### config.mk
export PLATFORM = sky130hd
export DESIGN_NAME = instruction_decode
export DESIGN_NICKNAME = d
export VERILOG_FILES = /design/src/rtl/instruction_decode.sv
export SDC_FILE = /design/constraint.sdc
export NUM_CORES = 1
export LEC_CHECK = 0
export CORE_ASPECT_RATIO = 2
export CORE_MARGIN = 5
export CORE_UTILIZATION = 41
export CTS_CLUSTER_DIAMETER = 80
export DETAILED_ROUTE_END_ITERATION = 10
export PLACE_DENSITY = 0.84
export SETUP_SLACK_MARGIN = 0.3
export SKIP_CTS_REPAIR_TIMING = 1
export SLEW_MARGIN = 20
export SYNTH_ARGS = -nofsm -noshare
export SYNTH_HDL_FRONTEND = slang
export SYNTH_SLANG_ARGS = --single-unit
### constraint.sdc
create_clock -name clk -period 1.9 [get_ports clk]
set_input_delay 0.475 -clock clk [delete_from_list [all_inputs] [get_ports clk]]
set_output_delay 0.475 -clock clk [all_outputs]
set_load 0.005 [all_outputs]
### src/rtl/instruction_decode.sv
// Registered instruction decoder: splits a 32-bit instruction word into register
// specifiers, shift/ALU controls and strobes. A decoded HALT freezes every output until rst.
module instruction_decode (
    input  logic        clk,
    input  logic        rst,
    input  logic [31:0] ins,
    output logic [3:0]  rd,
    output logic [3:0]  rs1,
    output logic [3:0]  rs0,
    output logic [9:0]  jumpAddr,
    output logic [3:0]  sh1,
    output logic        sh1dir,
    output logic [3:0]  sh2,
    output logic        sh2dir,
    output logic [2:0]  flags,
    output logic        inc,
    output logic [1:0]  alusel0,
    output logic [1:0]  alusel1,
    output logic        isSIMD,
    output logic        isJump,
    output logic        pop,
    output logic        zcmpw,
    output logic        setTOS,
    output logic        isHalted,
    output logic        idf
);

    typedef struct packed {
        logic [3:0] rd;
        logic [3:0] rs1;
        logic [3:0] rs0;
        logic [9:0] imm_sh;
        logic [2:0] flags;
        logic       inc;
        logic [1:0] alusel0;
        logic [1:0] alusel1;
        logic       is_simd;
        logic       is_jump;
        logic       pop;
        logic       zcmpw;
        logic       set_tos;
        logic       halted;
        logic       idf;
    } dec_t;

    dec_t d, q;

    logic [3:0] opcode1;
    logic [1:0] opcode2;

    assign opcode1 = ins[5:2];
    assign opcode2 = ins[1:0];

    always_comb begin
        d        = '0;
        d.rd     = ins[31:28];
        d.rs1    = ins[27:24];
        d.rs0    = ins[23:20];
        d.imm_sh = ins[19:10];
        d.inc    = ins[9];
        d.flags  = ins[8:6];
        case (opcode2)
            2'b00: begin
                d.is_simd = 1'b1;
                d.alusel0 = opcode1[1:0];
                d.alusel1 = opcode1[3:2];
            end
            2'b01: begin
                d.alusel0 = opcode1[1:0];
                d.alusel1 = opcode1[3:2];
            end
            2'b10: begin
                // jump sub-ops live in opcode1[2:0]; opcode1[3] is reserved
                if (!opcode1[3]) begin
                    d.is_jump = 1'b1;
                    d.pop     = opcode1[0];
                    d.set_tos = opcode1[1];
                    d.zcmpw   = opcode1[2];
                end else begin
                    d.idf = 1'b1;
                end
            end
            2'b11: begin
                if (opcode1 == 4'hF)
                    d.halted = 1'b1;
                else if (opcode1 != 4'h0)
                    d.idf = 1'b1;
            end
        endcase
    end

    // q.halted is the sticky halt flag; once set, nothing reloads until rst
    always_ff @(posedge clk or posedge rst) begin
        if (rst)
            q <= '0;
        else if (!q.halted)
            q <= d;
    end

    assign rd       = q.rd;
    assign rs1      = q.rs1;
    assign rs0      = q.rs0;
    assign jumpAddr = q.imm_sh;
    assign sh1      = q.imm_sh[3:0];
    assign sh1dir   = q.imm_sh[4];
    assign sh2      = q.imm_sh[8:5];
    assign sh2dir   = q.imm_sh[9];
    assign flags    = q.flags;
    assign inc      = q.inc;
    assign alusel0  = q.alusel0;
    assign alusel1  = q.alusel1;
    assign isSIMD   = q.is_simd;
    assign isJump   = q.is_jump;
    assign pop      = q.pop;
    assign zcmpw    = q.zcmpw;
    assign setTOS   = q.set_tos;
    assign isHalted = q.halted;
    assign idf      = q.idf;

endmodule

Word level (Yosys, flattened, before mapping)
Index checks and enable logic that the tools add are counted.

Bits of input ports: 34. Word-level logic and storage cells: 33. Bits in registers: 37.

Equal/unequal tests: 4. Multiplexer cells: 11. Reduce and logical (&&, ||, !) cells: 3.

Operators with widths (count): 4-bit 2-to-1 mux (3); 1-bit 2-to-1 mux (6); 2-bit equality test (second input constant) (2); 4-bit equality test (second input constant) (1); 4-bit nonzero test (1); 2-bit by 1-bit equality test with 1-bit output (second input constant) (1); 2-bit zero test (1); 2-bit 2-to-1 mux (1); 1-bit one-hot mux with 2 select lines (1); 2-bit OR reduction (1).

Logic depth before layout (Yosys ltp)
Word-level depth: 5. Gate-level depth with buffers: 4.

Worst setup path after synthesis
Ideal clock, no wire load.

Path type: input-to-reg. From: input port ins[2]. To: register q, in the netlist idf. Buffers on the path: 0. Data arrival time: 1074 ps. Library setup time: 126 ps. Setup slack: 700 ps. Stages on the path: 3. Path through: nor4_2 > nor3_1 > a221o_1.

Longest elaborated chain between the ends: 4.

RTL lines: from (decl) (RTL line 6) `input logic [31:0] ins,`; 4-bit nonzero test (RTL line 86) `else if (opcode1 != 4'h0)`; 1-bit 2-to-1 mux (RTL line 86); 1-bit 2-to-1 mux (*) (RTL line 84) `if (opcode1 == 4'hF)`; 1-bit one-hot mux with 2 select lines (*) (RTL line 62) `case (opcode2)`; to (signal assigned) (RTL line 95) `q <= '0;`; to (signal assigned) (RTL line 97) `q <= d;`; to (decl) (RTL line 46) `dec_t d, q;`.

Mark *: on every way between the ends. The rest lies on a longest branch, timed or not. A chain may end at the register's enable or synchronous reset.

Worst setup path in the final report
From: input port ins[5]. To: register q, in the netlist idf.

Longest elaborated chain between the ends: 4.

RTL lines (RTL line): 4-bit nonzero test (86); 1-bit 2-to-1 mux (86); 1-bit 2-to-1 mux (84); 1-bit one-hot mux with 2 select lines (*) (62).

Marked as above.

==> flow_metrics.tcl <==
set metrics [dict create \
    dr_wl_met2_um 2039 \
    startpoint_type "primary input" \
    initial_core_util_pct 41.87 \
    cp.required_ns 2.07 \
    grt-ovfl-total 0 \
    max_stage_delay_ns 0.49 \
    ys.flop_type "dfrtp_1" \
    grt_start_max_net_pins 45 \
    grt_pass1_vias 1161 \
    powerDensity_nw_per_um2 997.1 \
    multi_input_area_um2 459.2 \
    wl_met1_um 1331 \
    die_area_um2 5024 \
    crit_path_cell_trace "clkdlybuf4s50_1, nor4_2, nor3_1, a221o_1" \
    tritoncts "yes" \
    fillCellCount 265 \
    diodes 0 \
    die_x_um 52.69 \
    syn2layout_area_growth_pct 68.59 \
    wl_met3_um 385 \
    synth.largest_area_cell "dfrtp_1" \
    peakVddDrop_mv 0.6403 \
    arrival_ns 1.64 \
    leakagePower_nw 1.499 \
    path_class "primary input to flop" \
    wl_per_cell_um 16.45 \
    cap_violations 0 \
    cp_num_cells 4 \
    relSlewSlack_pct 67.10 \
    postSynthAreaPerCell_um2 14.36 \
    clock-root-buffer "clkbuf_8" \
    numCtsBuffers 5 \
    p_sw_share_pct 27.04 \
    io_pins 81 \
    antenna_found_initial 0 \
    synth_area_leaders "dfrtp_1, mux2_1, buf_4" \
    drive_above_1_share_pct 10.22 \
    synth-edff-count 0 \
    clock_skew_ns 0.009245 \
    finalCriticalPeriod_ns 1.469 \
    syn_area_um2 1494 \
    grt_pass1_wl_um 5561 \
    gp_congestion 0.7296 \
    vias 1140 \
    place_hpwl_um 2827 \
    viasPerCell 4.851 \
    seq_area_frac_synth_pct 61.98 \
    path_clk_slew_ns 0.07 \
    fin_nets 219 \
    synthTopCellsByCount "dfrtp_1, mux2_1, buf_4" \
    slowest_stage "clkdlybuf4s50_1" \
    worstMarginPinSlew_ns 0.4935 \
    ff2ff_setup_slack_ns 0.57 \
    clock_latency_ns 0.28 \
    fmax_mhz 680.5 \
    die_y_um 95.37 \
    cp_num_buf_inv 1 \
    holdCritPathClass "flop to flop" \
    ant_nets 0 \
    p_int_w 0.001832 \
    setup_ws_ns 0.4306 \
    tns_ns 0 \
    io_buffers 80 \
    drtIter0Drc 11 \
    switchingPower_w 0.0006790 \
    setup_violations 0 \
    coreArea_um2 3568 \
    grt_use_total_pct 15.30 \
    rsz0062_at_grt "no" \
    synthArstFlopShare_pct 100.0 \
    seq_power_share_pct 43.4 \
    htreeDepth 2 \
    r2r_cells 3 \
    clkPwrFrac_pct 20.3 \
    p_comb_share_pct 36.3 \
    route.final.wire_length_um 3865 \
    firstDrtPassIters 2 \
    synth_cell_types 18 \
    synth_top_area_share_pct 61.98 \
    period_share_pct 77.34 \
    drc 0 \
    yosysMostFrequentCell "dfrtp_1" \
    synth_seq_cells 37 \
    cp_max_fo 5 \
    synthesis.nets 138 \
    rows 31 \
    synth_warnings 0 \
    cp_top_family "buffers and inverters" \
    cts.path.max_buffers 2 \
    slew_viol_final 0 \
    hold_violations 0 \
    highest_layer "met4" \
    cts_sinks 37 \
    synth_cells 104 \
    preCtsSetupSlack_ns 0.1367 \
    holdPathStages 1 \
    status "completed" \
    cp-end-kind "flop" \
    area.sequential_um2 925.9 \
]
==> metal layers <==
metal	global-route usage (%)	vias to the layer above
met5	0	-
met4	6.823	0
met3	5.947	12
met2	27.07	68
met1	15.17	543
li1	-	517
==> final cells by class <==
cell class                 count  share of cell area [%]
tap                           49                   2.434
sequential                    37                   36.76
clock inverter                 2                  0.3974
inverter                       1                  0.1490
timing repair buffer          89                   39.15
multi-input combinational     51                   18.23
clock buffer                   6                   2.881
==> worst paths after layout <==
check                      startpoint  endpoint
hold reg to reg              flags[1]  flags[1]
max in group asynchronous         rst     rd[2]
hold / removal               flags[1]  flags[1]
min in group asynchronous         rst       pop
setup / recovery               ins[5]       idf
setup reg to reg             isHalted       idf
==> metrics by stage <==
step	instance area (µm²)	instances	hold WS, ns	util (%)	power, W
after detailed placement	2266	220	0.4808	63.50	0.002057
after floorplan	1494	104	0.4752	-	0.001480
after global routing	2519	235	0.4964	70.58	0.002659
after CTS	2349	228	0.4951	65.81	0.002573
final	2519	235	0.4853	70.58	0.002511
after global placement	2266	220	0.4731	63.50	0.002020
==> flip-flops by register name, summed over array words and instances, names as in the netlist <==
register	count
rs0	4
flags	3
rd	4
setTOS	1
alusel0	2
pop	1
isSIMD	1
inc	1
isJump	1
jumpAddr	10
rs1	4
isHalted	1
zcmpw	1
alusel1	2
idf	1
==> placed cells by master (no fill, tap or decap), types with 2 or more instances in the layout <==
cell type / instances
dlymetal6s2s_1: 47
buf_4: 9
nand2_1: 8
a22o_1: 4
mux2_1: 26
clkdlybuf4s50_1: 33
clkinv_2: 2
o21ai_1: 3
dfrtp_1: 37
clkbuf_8: 5
==> cell families (layout without fill, tap and decap cells) <==
family / after synthesis / after routing / synth area share, %
AO/OA/AOI/OAI: 10 / 10 / 5.025
AND/OR/NAND/NOR: 14 / 14 / 5.360
multiplexers: 27 / 27 / 20.35
flip-flops: 37 / 37 / 61.98
buffers and inverters: 16 / 98 / 7.286
==> power by group through the flow <==
| stage | Sequential, W | Combinational [W] | Clock (W) |
|---|---|---|---|
| after CTS | 0.00110 | 0.000946 | 0.000526 |
| after floorplan | 0.00112 | 0.000356 | 0 |
| final | 0.00109 | 0.000913 | 0.000509 |
| after detailed placement | 0.00111 | 0.000943 | 0 |
| after global routing | 0.00112 | 0.000974 | 0.000562 |
| after global placement | 0.00110 | 0.000920 | 0 |
No activity file was read; power rests on OpenSTA's default activity.
==> edit: new RTL, config.mk and constraints unchanged <==
Register the output `sh2dir`, with the module's reset; this adds one clock of latency there. The other outputs are not delayed to match.
--- a/src/rtl/instruction_decode.sv
+++ b/src/rtl/instruction_decode.sv
@@ -104,7 +104,13 @@
     assign sh1      = q.imm_sh[3:0];
     assign sh1dir   = q.imm_sh[4];
     assign sh2      = q.imm_sh[8:5];
-    assign sh2dir   = q.imm_sh[9];
+    always_ff @(posedge clk or posedge rst) begin
+        if (rst) begin
+            sh2dir <= '0;
+        end else begin
+            sh2dir <= q.imm_sh[9];
+        end
+    end
     assign flags    = q.flags;
     assign inc      = q.inc;
     assign alusel0  = q.alusel0;
Behaviour: not the same (a bounded check fails within 4 cycles, from zero or initial values and one cycle with rst high).
==> edit against the unedited design <==
Count of clock-buffer cells in the layout shrank 1; final area rose by 2.0%; highest routed layer unchanged; sequential cell count grew 1; setup slack worse by 0.072 ns; clock skew is essentially flat; global-route usage rose by 0.40 points; power up 7.4%; wire length rose by 6.6%; register-to-register slack got worse by 0.04 ns; utilization increased by 0.66 points; area after synthesis up 1.2%; sequential share of layout area up 0.24 points; largest cell class unchanged.
==> edit: results (changes against the unedited design) <==
post-place instance area 0.00229 sq mm (+1.1%); register area 951 sq um (+2.7%); Total GRT Usage 15.7% (+0.40 points); routed len/inst 17.5 microns (+6.2%); Switch Pwr 0.000704 W (+3.7%); grt met2 use 28.5% (+1.5 points); Pleak 1.52 nW (+1.6%); ratio of cells with drive above 1 in the final layout 10.7% (+0.48 points); Hold Crit Depth 0 (-1); commonest cells in the netlist 38 x dfrtp_1, 26 x mux2_1, 11 x buf_4; Non-Filler Instances 236 (+0.43%); DR WL met2 2.26 mm (+11%); DP HPWL 2.95 mm (+4.5%); Root Driver clkbuf_8; vias in the first global route 1,158 (-0.26%); sequential cells 38 (+2.7%); synthesized area per cell 14.5 sq um (+1.2%); first-pass GRT wire length 5.62 mm (+1.1%); main area contributors after synthesis dfrtp_1 63%, mux2_1 19%, buf_4 5.5%, a22o_1 2.3%, nand2_1 2.0%; worst relative slew slack 66.2% (-0.85 points); final-layout clock-cell area share 4.24% (+0.96 points); P_comb 0.000925 W (+1%); Layout Skew 0.00937 ns (+0.000123 ns); met1 Resource Use GR 14.8% (-0.37 points); CLK BUF 5 (-1); Final Wtd Congestion 0.784 (+7.4%); Post-Place Worst Slack 0.0874 ns (-0.0493 ns); # placed instances 221 (+0.45%); Peak VDD IR 1090 uV (+70%); setup slack, reg-to-reg 0.53 ns (-0.04 ns); CP peak stage delay 0.52 ns (+0.03 ns); wl on met1 1.42 mm (+6.4%); Seq/Total Area, Yosys 62.9% (+0.94 points); status finished, final reports clean; fin nets 220 (+0.46%); Worst EP arrival 1.70 ns (+0.06 ns); Hold Worst Slack 0.413 ns (-0.0727 ns); met3 wire length 292 microns (-24%); GR Util met3 3.88% (-2.1 points)
edit: changes by cell type in the layout (fill, tap and decap cells not counted), sizes merged:
cell    change
clkbuf      -1
bufinv      +1
dfrtp       +1
edit: logic make-up after synthesis:
family                 after synthesis  synth area share (%)
DFF                                 38                  62.9
muxes                               27                  20.1
buffers and inverters               15                  6.70
and+or+nand+nor                     14                  5.30
AOI/OAI and AO/OA                   10                  4.97
edit: worst min path at each step:
stage	from	end
floorplan	jumpAddr[9]$_DFFE_PP0N_	sh2dir$_DFF_PP0_
global placement	jumpAddr[9]$_DFFE_PP0N_	sh2dir$_DFF_PP0_
detailed placement	jumpAddr[9]$_DFFE_PP0N_	sh2dir$_DFF_PP0_
CTS	jumpAddr[9]$_DFFE_PP0N_	sh2dir$_DFF_PP0_
global route	jumpAddr[9]$_DFFE_PP0N_	sh2dir$_DFF_PP0_
finish	jumpAddr[9]$_DFFE_PP0N_	sh2dir$_DFF_PP0_
